### config.mk
export PLATFORM = sky130hd
export DESIGN_NAME = ps2_host_tx
export DESIGN_NICKNAME = d
export VERILOG_FILES = /design/src/rtl/ps2_pkg.sv /design/src/rtl/ps2_line_filter.sv /design/src/rtl/ps2_host_tx.sv
export SDC_FILE = /design/constraint.sdc
export NUM_CORES = 1
export LEC_CHECK = 0
export BUFFER_PORTS_ARGS = -buffer_cell sky130_fd_sc_hd__buf_2
export CORE_MARGIN = 1.5
export CORE_UTILIZATION = 59
export CTS_CLUSTER_DIAMETER = 150
export CTS_CLUSTER_SIZE = 14
export DETAILED_ROUTE_END_ITERATION = 16
export GPL_ROUTABILITY_DRIVEN = 0
export PLACE_DENSITY = 0.86
export SYNTH_ARGS = -nofsm -noshare
export SYNTH_HDL_FRONTEND = slang
export SYNTH_SLANG_ARGS = --single-unit
### constraint.sdc
create_clock -name clk -period 3.2 [get_ports clk]
set_input_delay 0.48 -clock clk [delete_from_list [all_inputs] [get_ports clk]]
set_output_delay 0.48 -clock clk [all_outputs]
set_load 0.01 [all_outputs]
### src/rtl/ps2_pkg.sv
// Shared types and constants for the PS/2 host-to-device transmitter.
package ps2_pkg;

  typedef enum logic [2:0] {
    S_IDLE,
    S_INHIBIT,
    S_REQ,
    S_SHIFT,
    S_ACK,
    S_WAIT_IDLE,
    S_DONE,
    S_FAIL
  } ps2_state_e;

  localparam logic [1:0] ERR_NONE     = 2'b00;
  localparam logic [1:0] ERR_START_TO = 2'b01;
  localparam logic [1:0] ERR_PKT_TO   = 2'b10;
  localparam logic [1:0] ERR_NO_ACK   = 2'b11;

  localparam int DEF_CLK_FREQ_HZ = 100_000_000;
  localparam int DEF_INHIBIT_US  = 120;
  localparam int DEF_START_TO_MS = 15;
  localparam int DEF_PKT_TO_MS   = 2;
  localparam int DEF_FILTER_LEN  = 8;
  localparam int MAX_RETRY       = 2;

  localparam logic [7:0] CMD_SET_LED = 8'hED;
  localparam logic [7:0] CMD_ENABLE  = 8'hF4;
  localparam logic [7:0] CMD_RESET   = 8'hFF;

  // {stop, odd parity, data}; bit 0 goes on the wire first
  function automatic logic [9:0] ps2_frame(input logic [7:0] b);
    return {1'b1, ~^b, b};
  endfunction

  function automatic int max_int(input int a, input int b);
    return (a > b) ? a : b;
  endfunction

endpackage

### src/rtl/ps2_line_filter.sv
// PS/2 line conditioning: 2-flop synchronizers, PS2_CLK glitch filter, falling-edge pulse.
module ps2_line_filter #(
  parameter int FILTER_LEN = 8
) (
  input  logic clk,
  input  logic rst,
  input  logic ps2_clk_in,
  input  logic ps2_data_in,
  output logic clk_filt,
  output logic data_sync,
  output logic fall
);

  localparam int FW = $clog2(FILTER_LEN + 1);

  logic [1:0]    clk_sync_q, clk_sync_d;
  logic [1:0]    data_sync_q, data_sync_d;
  logic [FW-1:0] flt_cnt_q, flt_cnt_d;
  logic          clk_filt_q, clk_filt_d;
  logic          fall_q, fall_d;

  always_comb begin
    clk_sync_d  = {clk_sync_q[0], ps2_clk_in};
    data_sync_d = {data_sync_q[0], ps2_data_in};
    clk_filt_d  = clk_filt_q;
    flt_cnt_d   = '0;
    // a new level must be seen FILTER_LEN times in a row before it is taken
    if (clk_sync_q[1] != clk_filt_q) begin
      if (flt_cnt_q == FW'(FILTER_LEN - 1)) clk_filt_d = clk_sync_q[1];
      else                                  flt_cnt_d  = flt_cnt_q + 1'b1;
    end
    fall_d = clk_filt_q & ~clk_filt_d;
  end

  always_ff @(posedge clk) begin
    if (rst) begin
      clk_sync_q  <= 2'b11;
      data_sync_q <= 2'b11;
      flt_cnt_q   <= '0;
      clk_filt_q  <= 1'b1;
      fall_q      <= 1'b0;
    end else begin
      clk_sync_q  <= clk_sync_d;
      data_sync_q <= data_sync_d;
      flt_cnt_q   <= flt_cnt_d;
      clk_filt_q  <= clk_filt_d;
      fall_q      <= fall_d;
    end
  end

  assign clk_filt  = clk_filt_q;
  assign data_sync = data_sync_q[1];
  assign fall      = fall_q;

endmodule

### src/rtl/ps2_host_tx.sv
// PS/2 host-to-device command transmitter with open-drain output enables.
// Optional macro PS2_TX_RETRY_EN: retry packet-timeout / no-ack failures up to twice.
module ps2_host_tx
  import ps2_pkg::*;
#(
  parameter int CLK_FREQ_HZ    = DEF_CLK_FREQ_HZ,
  parameter int INHIBIT_CYCLES = CLK_FREQ_HZ / 1_000_000 * DEF_INHIBIT_US,
  parameter int START_TIMEOUT  = CLK_FREQ_HZ / 1_000 * DEF_START_TO_MS,
  parameter int PACKET_TIMEOUT = CLK_FREQ_HZ / 1_000 * DEF_PKT_TO_MS,
  parameter int FILTER_LEN     = DEF_FILTER_LEN
) (
  input  logic       clk,
  input  logic       rst,
  input  logic [7:0] tx_data,
  input  logic       tx_valid,
  output logic       tx_ready,
  input  logic       ps2_clk_in,
  input  logic       ps2_data_in,
  output logic       ps2_clk_oe,
  output logic       ps2_data_oe,
  output logic       rx_inhibit,
  output logic       done,
  output logic       err,
  output logic [1:0] err_code
);

  localparam int MAX_TO = max_int(max_int(INHIBIT_CYCLES, START_TIMEOUT), PACKET_TIMEOUT);
  localparam int CW     = $clog2(MAX_TO + 1);

  ps2_state_e    state_q, state_d;
  logic [CW-1:0] timer_q, timer_d;
  logic [CW-1:0] pkt_q, pkt_d;
  logic [9:0]    shreg_q, shreg_d;
  logic [3:0]    bit_cnt_q, bit_cnt_d;
  logic [1:0]    err_code_q, err_code_d;
  logic          clk_oe_q, clk_oe_d;
  logic          data_oe_q, data_oe_d;
  logic          done_q, done_d;
  logic          err_q, err_d;
  logic          fail;
  logic [1:0]    fail_code;
  logic          pkt_to;

  logic clk_filt, data_sync, fall;

`ifdef PS2_TX_RETRY_EN
  logic [7:0] byte_q, byte_d;
  logic [1:0] retry_q, retry_d;
`endif

  ps2_line_filter #(.FILTER_LEN(FILTER_LEN)) u_filt (
    .clk         (clk),
    .rst         (rst),
    .ps2_clk_in  (ps2_clk_in),
    .ps2_data_in (ps2_data_in),
    .clk_filt    (clk_filt),
    .data_sync   (data_sync),
    .fall        (fall)
  );

  assign pkt_to = (pkt_q == CW'(PACKET_TIMEOUT - 1));

  always_comb begin
    state_d    = state_q;
    timer_d    = (timer_q == {CW{1'b1}}) ? timer_q : timer_q + 1'b1;
    pkt_d      = (pkt_q == {CW{1'b1}}) ? pkt_q : pkt_q + 1'b1;
    shreg_d    = shreg_q;
    bit_cnt_d  = bit_cnt_q;
    err_code_d = err_code_q;
    fail       = 1'b0;
    fail_code  = ERR_NONE;
`ifdef PS2_TX_RETRY_EN
    byte_d     = byte_q;
    retry_d    = retry_q;
`endif

    case (state_q)
      S_IDLE: begin
        if (tx_valid) begin
          state_d    = S_INHIBIT;
          timer_d    = '0;
          pkt_d      = '0;
          shreg_d    = ps2_frame(tx_data);
          bit_cnt_d  = '0;
          err_code_d = ERR_NONE;
`ifdef PS2_TX_RETRY_EN
          byte_d     = tx_data;
          retry_d    = '0;
`endif
        end
      end
      S_INHIBIT: begin
        if (timer_q == CW'(INHIBIT_CYCLES - 1)) begin
          state_d = S_REQ;
          timer_d = '0;
        end
      end
      S_REQ: begin
        // bit 0 is already at shreg_q[0]; the packet timer starts here
        if (fall) begin
          state_d = S_SHIFT;
          pkt_d   = CW'(1);
        end else if (timer_q == CW'(START_TIMEOUT - 1)) begin
          fail      = 1'b1;
          fail_code = ERR_START_TO;
        end
      end
      S_SHIFT: begin
        if (pkt_to) begin
          fail      = 1'b1;
          fail_code = ERR_PKT_TO;
        end else if (fall) begin
          shreg_d   = {1'b1, shreg_q[9:1]};
          bit_cnt_d = bit_cnt_q + 1'b1;
          if (bit_cnt_q == 4'd8) state_d = S_ACK;
        end
      end
      S_ACK: begin
        if (pkt_to) begin
          fail      = 1'b1;
          fail_code = ERR_PKT_TO;
        end else if (fall) begin
          if (!data_sync) state_d = S_WAIT_IDLE;
          else begin
            fail      = 1'b1;
            fail_code = ERR_NO_ACK;
          end
        end
      end
      S_WAIT_IDLE: begin
        if (pkt_to) begin
          fail      = 1'b1;
          fail_code = ERR_PKT_TO;
        end else if (clk_filt && data_sync) begin
          state_d = S_DONE;
        end
      end
      S_DONE:  state_d = S_IDLE;
      S_FAIL:  state_d = S_IDLE;
      default: state_d = S_IDLE;
    endcase

    if (fail) begin
`ifdef PS2_TX_RETRY_EN
      if (fail_code != ERR_START_TO && retry_q != 2'(MAX_RETRY)) begin
        retry_d   = retry_q + 1'b1;
        state_d   = S_INHIBIT;
        timer_d   = '0;
        pkt_d     = '0;
        shreg_d   = ps2_frame(byte_q);
        bit_cnt_d = '0;
      end else begin
        state_d    = S_FAIL;
        err_code_d = fail_code;
      end
`else
      state_d    = S_FAIL;
      err_code_d = fail_code;
`endif
    end

    // outputs are registered decodes of the next state so the lines never glitch
    clk_oe_d = (state_d == S_INHIBIT);
    case (state_d)
      S_INHIBIT: data_oe_d = (timer_d == CW'(INHIBIT_CYCLES - 1));
      S_REQ:     data_oe_d = 1'b1;
      S_SHIFT:   data_oe_d = ~shreg_d[0];
      default:   data_oe_d = 1'b0;
    endcase
    done_d = (state_d == S_DONE);
    err_d  = (state_d == S_FAIL);
  end

  always_ff @(posedge clk) begin
    if (rst) begin
      state_q    <= S_IDLE;
      timer_q    <= '0;
      pkt_q      <= '0;
      shreg_q    <= '0;
      bit_cnt_q  <= '0;
      err_code_q <= ERR_NONE;
      clk_oe_q   <= 1'b0;
      data_oe_q  <= 1'b0;
      done_q     <= 1'b0;
      err_q      <= 1'b0;
    end else begin
      state_q    <= state_d;
      timer_q    <= timer_d;
      pkt_q      <= pkt_d;
      shreg_q    <= shreg_d;
      bit_cnt_q  <= bit_cnt_d;
      err_code_q <= err_code_d;
      clk_oe_q   <= clk_oe_d;
      data_oe_q  <= data_oe_d;
      done_q     <= done_d;
      err_q      <= err_d;
    end
  end

`ifdef PS2_TX_RETRY_EN
  always_ff @(posedge clk) begin
    if (rst) begin
      byte_q  <= '0;
      retry_q <= '0;
    end else begin
      byte_q  <= byte_d;
      retry_q <= retry_d;
    end
  end
`endif

  assign tx_ready    = (state_q == S_IDLE);
  assign rx_inhibit  = (state_q != S_IDLE);
  assign ps2_clk_oe  = clk_oe_q;
  assign ps2_data_oe = data_oe_q;
  assign done        = done_q;
  assign err         = err_q;
  assign err_code    = err_code_q;

endmodule
==> results of run 1 <==
registers in the layout, summed over array words and instances (netlist names):
name,cells
err,1
bit_cnt_q,4
ps2_data_oe,1
done,1
err_code,2
u_filt.clk_filt,1
pkt_q,21
timer_q,21
ps2_clk_oe,1
u_filt.clk_sync_q,2
u_filt.flt_cnt_q,4
u_filt.data_sync_q,2
state_q,3
shreg_q,10
u_filt.fall,1
per-layer routing:
layer	part of all wire	up-vias
met5	0	-
li1	-	1716
met4	0.033	0
met3	0.058	42
met1	0.42	1678
met2	0.49	123
final cells by class:
class | count | share of cell area
clock buffers | 10 | 0.0297
repair buffers | 23 | 0.0285
inverters | 17 | 0.0149
multi-input cells | 361 | 0.540
flip-flops and latches | 75 | 0.350
clock inverters | 5 | 0.0149
well taps | 77 | 0.0224
worst max path at each step:
| stage | startpoint | slack (ns) | endpoint | cells after the start |
|---|---|---|---|---|
| 6_report | pkt_q[14] | 0.47 | ps2_data_oe | 8 |
| 5_1_grt | pkt_q[14] | 0.28 | ps2_data_oe | 8 |
| 4_1_cts | pkt_q[14] | 0.48 | ps2_data_oe | 8 |
| 3_5_place_dp | pkt_q[14] | 0.51 | ps2_data_oe | 8 |
| 3_3_place_gp | pkt_q[12] | 0.57 | ps2_data_oe | 8 |
| 2_1_floorplan | timer_q[0] | 0.88 | ps2_data_oe | 8 |
through the flow:
stage | hold WS, ns | instance area [µm²] | utilization
finish | 0.291 | 4300 | 0.665
global route | 0.283 | 4300 | 0.665
CTS | 0.278 | 4300 | 0.665
detailed placement | 0.403 | 4100 | 0.635
global placement | 0.394 | 4100 | 0.635
floorplan | 0.389 | 4030 | -
cell families after synthesis:
logic type | count (synthesis)
muxes | 2
DFF | 75
xor gates and xnor gates | 41
and+or+nand+nor | 229
AOI/OAI and AO/OA | 82
adders and majority gates | 7
buffers and inverters | 43
cells in the mapped netlist, types with 4 or more instances:
cell type	number
nor3b_1	4
buf_6	5
xor2_1	18
o211ai_1	4
o21ai_0	10
a211oi_1	4
and3_1	10
nand3_1	22
a21boi_0	4
nor2_1	62
nand4_1	14
dfxtp_1	75
xnor2_1	23
ha_1	7
nor3_1	16
clkbuf_1	17
inv_1	17
and3_2	5
nand2_1	37
nor4_1	8
or2_2	7
a21oi_1	18
and2_1	6
a22oi_1	7
a31oi_1	9
nor2b_1	5
power groups by stage:
| stage | Combinational (mW) | Clock [mW] | Sequential (mW) |
|---|---|---|---|
| 2_1_floorplan | 0.0901 | 0 | 0.983 |
| 3_5_place_dp | 0.114 | 0 | 0.988 |
| 5_1_grt | 0.128 | 0.777 | 0.968 |
| 3_3_place_gp | 0.112 | 0 | 0.987 |
| 4_1_cts | 0.116 | 0.736 | 0.966 |
| 6_report | 0.116 | 0.720 | 0.966 |
==> impl_metrics.xml, run 1 <==
<?xml version="1.0" encoding="UTF-8"?>
<metrics>
  <group name="run_status">
    <metric name="run_status" unit="">complete, no violations</metric>
  </group>
  <group name="cts">
    <metric name="hold_buffers" unit="">0</metric>
    <metric name="cts_inserted_buffers" unit="">9</metric>
    <metric name="number_of_buffers_between_clock_root_and_the_deepest_sink" unit="">2</metric>
    <metric name="cts.sinks" unit="">75</metric>
    <metric name="post_cts_sizing_count" unit="">0</metric>
    <metric name="post_cts_buffers" unit="">0</metric>
    <metric name="clk_latency" unit="ns">0.37</metric>
    <metric name="tritoncts" unit="">done</metric>
    <metric name="root_buffer" unit="">clkbuf_8</metric>
    <metric name="htree_levels" unit="">3</metric>
    <metric name="worst_setup_hold_path_clk_slew" unit="ns">0.08</metric>
  </group>
  <group name="final_layout">
    <metric name="most-common-layout-cells" unit="">dfxtp_1 (75), nor2_1 (62), nand2_1 (37)</metric>
    <metric name="fill_cells" unit="">492</metric>
    <metric name="leading_cell_type_in_the_layout_fill_and_taps_excluded" unit="">dfxtp_1</metric>
    <metric name="multiInputGateArea" unit="mm²">0.00232</metric>
    <metric name="num-nets-final" unit="">507</metric>
    <metric name="antennaDiodeCount" unit="">0</metric>
    <metric name="areaGrowthSynthToFinish" unit="%">6.65</metric>
    <metric name="post_layout_nonfiller_instances" unit="">568</metric>
    <metric name="seqCellArea" unit="mm²">0.00150</metric>
    <metric name="share_of_layout_cells_above_drive_strength_1" unit="">0.143</metric>
  </group>
  <group name="timing">
    <metric name="final-max-slew-violation-count" unit="">0</metric>
    <metric name="report.final.setup_viol" unit="">0</metric>
    <metric name="tightestPinTransition" unit="ns">0.672</metric>
    <metric name="max_freq" unit="GHz">0.366</metric>
    <metric name="maxSlewHeadroom" unit="">0.541</metric>
    <metric name="clock_skew" unit="ns">0.0123</metric>
    <metric name="finalHoldViolCount" unit="">0</metric>
    <metric name="layout_worst_path_cycle_share" unit="">0.854</metric>
    <metric name="unrepaired_setup_endpoints_after_global_routing" unit="">no</metric>
    <metric name="min_period" unit="ns">2.73</metric>
    <metric name="setup_tns" unit="ns">0</metric>
    <metric name="postLayoutSetupSlackWorst" unit="ns">0.467</metric>
  </group>
  <group name="min_path">
    <metric name="min_path_type" unit="">input pin to flip-flop</metric>
    <metric name="min_path_cells" unit="">2</metric>
    <metric name="holdCritStartpoint" unit="">ps2_data_in</metric>
    <metric name="min_to" unit="">u_filt.data_sync_q[0]</metric>
  </group>
  <group name="power">
    <metric name="sw_frac_of_total" unit="">0.245</metric>
    <metric name="intPower" unit="mW">1.36</metric>
    <metric name="leakage" unit="nW">1.57</metric>
    <metric name="power.density_cell_area" unit="mW/mm²">420</metric>
    <metric name="power.sequential.fraction" unit="">0.536</metric>
    <metric name="combPwrFrac" unit="">0.064</metric>
    <metric name="net-switching-power" unit="mW">0.443</metric>
    <metric name="vdd.ir_drop.worst" unit="V">0.000449</metric>
    <metric name="power_frac_clock" unit="">0.399</metric>
    <metric name="totalPowerFinal" unit="mW">1.80</metric>
  </group>
  <group name="floorplanning">
    <metric name="pin_count" unit="">21</metric>
    <metric name="floorplan.initialDensity" unit="">0.624</metric>
    <metric name="die_area" unit="mm²">0.00733</metric>
    <metric name="fp.dieW" unit="µm">85.6</metric>
    <metric name="fp-row-count" unit="">29</metric>
    <metric name="design.core.area" unit="mm²">0.00646</metric>
    <metric name="die_height" unit="µm">85.6</metric>
  </group>
  <group name="synth">
    <metric name="synth-xor-area-share" unit="">0.0892</metric>
    <metric name="synth-simple-area-share" unit="">0.316</metric>
    <metric name="syn-num-nets" unit="">499</metric>
    <metric name="synth-compound-area-share" unit="">0.144</metric>
    <metric name="synth_seq_area_share" unit="">0.373</metric>
    <metric name="postSynth.asyncResetShare" unit="">0</metric>
    <metric name="yosys.area_share.adder" unit="">0.0217</metric>
    <metric name="yosys.cell_types.count" unit="">73</metric>
    <metric name="synth.mux.area_fraction" unit="">0.00497</metric>
    <metric name="synth-edff-count" unit="">0</metric>
    <metric name="combinational_family_with_the_most_area_after_synthesis" unit="">simple AND/OR/NAND/NOR gates</metric>
    <metric name="synth_flop_cell" unit="">dfxtp_1</metric>
    <metric name="post_synth_inst_count" unit="">479</metric>
    <metric name="synth_largest_type_area_fraction" unit="">0.373</metric>
    <metric name="synth-warning-count" unit="">0</metric>
    <metric name="synth_seq_cells" unit="">75</metric>
    <metric name="synth.cell_area" unit="mm²">0.00403</metric>
    <metric name="synth_area_leaders" unit="">dfxtp_1 (37%), nor2_1 (5.8%), xnor2_1 (5.0%)</metric>
    <metric name="synth.largest_area_cell" unit="">dfxtp_1</metric>
    <metric name="syn_avg_cell_area" unit="µm²">8.41</metric>
  </group>
  <group name="routing">
    <metric name="drt-vias-per-instance" unit="">6.27</metric>
    <metric name="ant_nets" unit="">0</metric>
    <metric name="vias" unit="">3559</metric>
    <metric name="first_pass_iters" unit="">5</metric>
    <metric name="wl_per_cell" unit="µm">15.3</metric>
    <metric name="drcViolationCount" unit="">0</metric>
    <metric name="wl" unit="µm">8700</metric>
    <metric name="detailedRoute.firstIterationViolations" unit="">194</metric>
  </group>
  <group name="worst_setup_path">
    <metric name="worst_setup_path_start_kind" unit="">flip-flop</metric>
    <metric name="most_frequent_cell_on_critical_path" unit="">a21o_1</metric>
    <metric name="critical_path_cell_sequence" unit="">or4_1 -&gt; nor4_4 -&gt; a211oi_1 -&gt; buf_4 -&gt; nor2_1 -&gt; a21o_1 -&gt; a21o_1 -&gt; a21oi_1</metric>
    <metric name="max_stage_delay" unit="ns">0.60</metric>
    <metric name="reg2reg_to" unit="">ps2_data_oe</metric>
    <metric name="worst_r2r_start" unit="">pkt_q[14]</metric>
    <metric name="critical_path_peak_fanout" unit="">15</metric>
    <metric name="criticalPathCategory" unit="">flip-flop to flip-flop</metric>
    <metric name="crit_arrival" unit="ns">3.00</metric>
    <metric name="slack_of_the_worst_reg_to_reg_path" unit="ns">0.47</metric>
    <metric name="critical_path_buf_inv_count" unit="">1</metric>
    <metric name="data_required_time_of_the_critical_path" unit="ns">3.47</metric>
    <metric name="worst_path_max_delay_cell" unit="">or4_1</metric>
    <metric name="worst_r2r_path_depth" unit="">8</metric>
    <metric name="setup.worst_path.end_class" unit="">flip-flop</metric>
    <metric name="critPathTopFamily" unit="">simple AND/OR/NAND/NOR gates</metric>
  </group>
  <group name="grt">
    <metric name="grt_util_all_layers" unit="">0.251</metric>
    <metric name="met1_usage" unit="">0.296</metric>
    <metric name="globalRouteMet2Util" unit="">0.423</metric>
    <metric name="antenna_found_initial" unit="">0</metric>
    <metric name="largest_net_degree_at_the_start_of_global_routing" unit="">27</metric>
    <metric name="gr-total-overflow" unit="">0</metric>
    <metric name="number_of_global_route_vias_before_repair" unit="">3358</metric>
    <metric name="globalRoute.busiestLayer" unit="">met2</metric>
    <metric name="grt_util_met3" unit="">0.0597</metric>
    <metric name="grt_pass1_wl" unit="µm">15000</metric>
  </group>
  <group name="placement">
    <metric name="portBuffers" unit="">20</metric>
    <metric name="hpwlAfterDp" unit="µm">6190</metric>
    <metric name="placement.setup.worst_slack" unit="ns">0.513</metric>
    <metric name="place_inst" unit="">553</metric>
  </group>
  <group name="job">
    <metric name="maxCapViolCount" unit="">0</metric>
  </group>
</metrics>
Power figures use the tool's default switching activity.
==> run 2, diff against run 1 <==
--- a/config.mk
+++ b/config.mk
@@ -5,6 +5,7 @@
 export SDC_FILE = /design/constraint.sdc
 export NUM_CORES = 1
 export LEC_CHECK = 0
+export ABC_AREA = 1
 export BUFFER_PORTS_ARGS = -buffer_cell sky130_fd_sc_hd__buf_2
 export CORE_MARGIN = 1.5
 export CORE_UTILIZATION = 59
==> run 2 against run 1 <==
  * Worst setup slack gained 0.39 ns
  * Fmax grew 17%
  * Largest power group unchanged
  * Register-to-register slack gained 0.39 ns
  * Synthesized cell count grew 29%
  * Flip-flop and latch count is the same
  * Worst hold slack gained 0.013 ns
  * Non-clock buffer count shrank 2
  * Sequential share of layout area shrank 1.1 points
  * First-iteration DRC count grew 24%
  * Area after synthesis grew 0.62%
  * Highest routed layer unchanged
  * Critical endpoint unchanged
==> impl_metrics.xml, run 2 <==
<?xml version="1.0" encoding="UTF-8"?>
<metrics>
  <group name="worst_setup_path">
    <metric name="critPathTopFamily" unit="">simple AND/OR/NAND/NOR gates</metric>
    <metric name="most_frequent_cell_on_critical_path" unit="">nand3_1</metric>
    <metric name="reg2reg_to" unit="">ps2_data_oe</metric>
    <metric name="worst_r2r_path_depth" unit="">13</metric>
    <metric name="timing.critical_path.from" unit="">timer_q[0]</metric>
    <metric name="critical_path_peak_fanout" unit="">17</metric>
    <metric name="criticalPathCategory" unit="">flip-flop to flip-flop</metric>
    <metric name="worst_r2r_start" unit="">timer_q[0]</metric>
    <metric name="data_required_time_of_the_critical_path" unit="ns">3.48</metric>
    <metric name="worst_path_max_delay_cell" unit="">dfxtp_1</metric>
    <metric name="critical_path_buf_inv_count" unit="">1</metric>
    <metric name="max_stage_delay" unit="ns">0.39</metric>
    <metric name="worst_setup_path_start_kind" unit="">flip-flop</metric>
    <metric name="slack_of_the_worst_reg_to_reg_path" unit="ns">0.86</metric>
    <metric name="crit_arrival" unit="ns">2.62</metric>
    <metric name="setup.worst_path.end_class" unit="">flip-flop</metric>
    <metric name="critical_path_cell_sequence" unit="">ha_1 -&gt; inv_1 -&gt; nor2_2 -&gt; nand2_2 -&gt; nor2_8 -&gt; nand3_4 -&gt; nand3_1 -&gt; nand3_1 -&gt; nor2_1 -&gt; nand2_1 -&gt; nor2_1 -&gt; nand3_1 -&gt; a21oi_2</metric>
  </group>
  <group name="grt">
    <metric name="antenna_found_initial" unit="">0</metric>
    <metric name="grt_pass1_wl" unit="µm">15800</metric>
    <metric name="grt_util_all_layers" unit="">0.267</metric>
    <metric name="number_of_global_route_vias_before_repair" unit="">3730</metric>
    <metric name="gr-total-overflow" unit="">0</metric>
    <metric name="largest_net_degree_at_the_start_of_global_routing" unit="">40</metric>
  </group>
  <group name="final_layout">
    <metric name="post_layout_nonfiller_instances" unit="">724</metric>
    <metric name="leading_cell_type_in_the_layout_fill_and_taps_excluded" unit="">nand2_1</metric>
    <metric name="multiInputGateArea" unit="mm²">0.00222</metric>
    <metric name="fin_util" unit="">0.660</metric>
    <metric name="most-common-layout-cells" unit="">nand2_1 (144), nor2_1 (109), dfxtp_1 (75)</metric>
    <metric name="num-nets-final" unit="">660</metric>
    <metric name="share_of_layout_cells_above_drive_strength_1" unit="">0.0947</metric>
    <metric name="antennaDiodeCount" unit="">0</metric>
    <metric name="fill_cells" unit="">558</metric>
    <metric name="biggestRegsByFlops" unit="">pkt_q x21, timer_q x21, shreg_q x10</metric>
    <metric name="areaGrowthSynthToFinish" unit="%">9.39</metric>
    <metric name="seqCellArea" unit="mm²">0.00150</metric>
  </group>
  <group name="synth">
    <metric name="synth.largest_area_cell" unit="">dfxtp_1</metric>
    <metric name="synth_flop_cell" unit="">dfxtp_1</metric>
    <metric name="postSynth.asyncResetShare" unit="">0</metric>
    <metric name="syn-num-nets" unit="">636</metric>
    <metric name="synth-warning-count" unit="">0</metric>
    <metric name="synth_largest_type_area_fraction" unit="">0.370</metric>
    <metric name="synth_seq_area_share" unit="">0.370</metric>
    <metric name="post_synth_inst_count" unit="">616</metric>
    <metric name="synth_area_leaders" unit="">dfxtp_1 (37%), nand2_1 (13%), nor2_1 (10%)</metric>
    <metric name="synthMostInstantiatedCell" unit="">nand2_1</metric>
    <metric name="synth.cell_area" unit="mm²">0.00405</metric>
    <metric name="synth_seq_cells" unit="">75</metric>
    <metric name="ys_top_cells_by_count" unit="">nand2_1 (144), nor2_1 (109), dfxtp_1 (75)</metric>
    <metric name="yosys.cell_types.count" unit="">38</metric>
    <metric name="syn_avg_cell_area" unit="µm²">6.58</metric>
    <metric name="synth-edff-count" unit="">0</metric>
  </group>
  <group name="power">
    <metric name="totalPowerFinal" unit="mW">1.98</metric>
    <metric name="power.density_cell_area" unit="mW/mm²">447</metric>
    <metric name="leakage" unit="nW">1.81</metric>
    <metric name="vdd.ir_drop.worst" unit="V">0.000363</metric>
  </group>
  <group name="cts">
    <metric name="tritoncts" unit="">done</metric>
    <metric name="cts_inserted_buffers" unit="">9</metric>
    <metric name="cts.sinks" unit="">75</metric>
    <metric name="root_buffer" unit="">clkbuf_8</metric>
    <metric name="hold_buffers" unit="">0</metric>
    <metric name="htree_levels" unit="">3</metric>
    <metric name="worst_setup_hold_path_clk_slew" unit="ns">0.08</metric>
    <metric name="clk_latency" unit="ns">0.35</metric>
    <metric name="post_cts_buffers" unit="">0</metric>
    <metric name="post_cts_sizing_count" unit="">0</metric>
    <metric name="number_of_buffers_between_clock_root_and_the_deepest_sink" unit="">2</metric>
  </group>
  <group name="placement">
    <metric name="place_inst" unit="">709</metric>
    <metric name="hpwlAfterDp" unit="µm">6900</metric>
    <metric name="portBuffers" unit="">20</metric>
  </group>
  <group name="routing">
    <metric name="wl_per_cell" unit="µm">13.0</metric>
    <metric name="first_pass_iters" unit="">6</metric>
    <metric name="detailedRoute.firstIterationViolations" unit="">241</metric>
    <metric name="drt-vias-per-instance" unit="">5.53</metric>
    <metric name="drcViolationCount" unit="">0</metric>
    <metric name="wl" unit="µm">9410</metric>
    <metric name="vias" unit="">4005</metric>
    <metric name="ant_nets" unit="">0</metric>
  </group>
  <group name="timing">
    <metric name="layout_worst_path_cycle_share" unit="">0.731</metric>
    <metric name="setup_tns" unit="ns">0</metric>
    <metric name="min_period" unit="ns">2.34</metric>
    <metric name="maxSlewHeadroom" unit="">0.596</metric>
    <metric name="tightestPinTransition" unit="ns">0.604</metric>
    <metric name="report.final.setup_viol" unit="">0</metric>
    <metric name="clock_skew" unit="ns">0.0114</metric>
    <metric name="unrepaired_setup_endpoints_after_global_routing" unit="">no</metric>
    <metric name="final-max-slew-violation-count" unit="">0</metric>
    <metric name="max_freq" unit="GHz">0.427</metric>
    <metric name="finalHoldViolCount" unit="">0</metric>
  </group>
  <group name="job">
    <metric name="maxCapViolCount" unit="">0</metric>
  </group>
  <group name="floorplanning">
    <metric name="design.core.area" unit="mm²">0.00672</metric>
    <metric name="fp.dieW" unit="µm">85.9</metric>
    <metric name="floorplan.initialDensity" unit="">0.603</metric>
    <metric name="pin_count" unit="">21</metric>
    <metric name="die_area" unit="mm²">0.00738</metric>
    <metric name="fp-row-count" unit="">30</metric>
    <metric name="die_height" unit="µm">85.9</metric>
  </group>
  <group name="min_path">
    <metric name="min_path_cells" unit="">2</metric>
    <metric name="min_to" unit="">u_filt.clk_sync_q[0]</metric>
    <metric name="holdCritStartpoint" unit="">ps2_clk_in</metric>
    <metric name="min_path_type" unit="">input pin to flip-flop</metric>
  </group>
  <group name="run_status">
    <metric name="run_status" unit="">complete, no violations</metric>
  </group>
</metrics>
run 2: cell count changes in the layout (fill, tap and decap cells not counted), moves of 7 or more:
cell     before  now
a22oi_1       7    0
xor2_1       18   10
o21ai_0      10   17
inv_1        17   72
nor3_1       16   25
nor2_1       62  109
nand2_1      37  144
nand3_1      22   51
nor4_1        8    1
and3_1       10    1
xnor2_1      23    6
run 2: metal layers:
layer	track usage	share of wire	vias up	wire length (µm)
li1	-	-	2036	-
met4	0.151	0.039	0	365
met5	0	0	-	0
met3	0.0452	0.058	41	547
met1	0.327	0.44	1778	4140
met2	0.444	0.46	150	4360
run 2: per-stage QoR:
stage / setup WS, ns / hold slack (ns) / cell area, µm²
after floorplan: 1.27 / 0.389 / 4050
after global placement: 1.04 / 0.390 / 4220
after detailed placement: 0.955 / 0.394 / 4220
after CTS: 0.934 / 0.292 / 4430
after global routing: 0.617 / 0.300 / 4430
final: 0.860 / 0.304 / 4430
run 2: area by class of cell:
type                            count  area share
Multi-Input combinational cell    456       0.501
Sequential cell                    75       0.339
Inverter                           77      0.0652
Clock buffer                        9      0.0279
Timing Repair Buffer               21      0.0243
Tap cell                           80      0.0226
Clock inverter                      6      0.0203
run 2: where the power goes:
part           total, mW  internal (mW)  switching (mW)
clock              0.794          0.437           0.356
combinational      0.207         0.0665           0.140
sequential         0.982          0.962          0.0194
run 2: worst max-delay path by stage:
stage | endpoint | slack [ns] | cells after the start
after floorplan | ps2_data_oe | 1.27 | 14
after global placement | pkt_q[3] | 1.04 | 10
after detailed placement | ps2_data_oe | 0.95 | 13
after CTS | ps2_data_oe | 0.93 | 13
after global routing | ps2_data_oe | 0.62 | 13
final | ps2_data_oe | 0.86 | 13
run 2: logic make-up after synthesis:
family / synth area share
and+or+nand+nor: 0.412
AOI/OAI and AO/OA: 0.0797
buffers and inverters: 0.0815
adders and majority gates: 0.0216
xor gates and xnor gates: 0.0346
DFF: 0.370
run 2: worst register-to-register path, stage by stage, from the launching register on:
cell and delay, ns:
dfxtp_1 0.39, ha_1 0.26, inv_1 0.09, nor2_2 0.20
nand2_2 0.15, nor2_8 0.15, nand3_4 0.21, nand3_1 0.13
nand3_1 0.09, nor2_1 0.13, nand2_1 0.08, nor2_1 0.18
nand3_1 0.12, a21oi_2 0.12
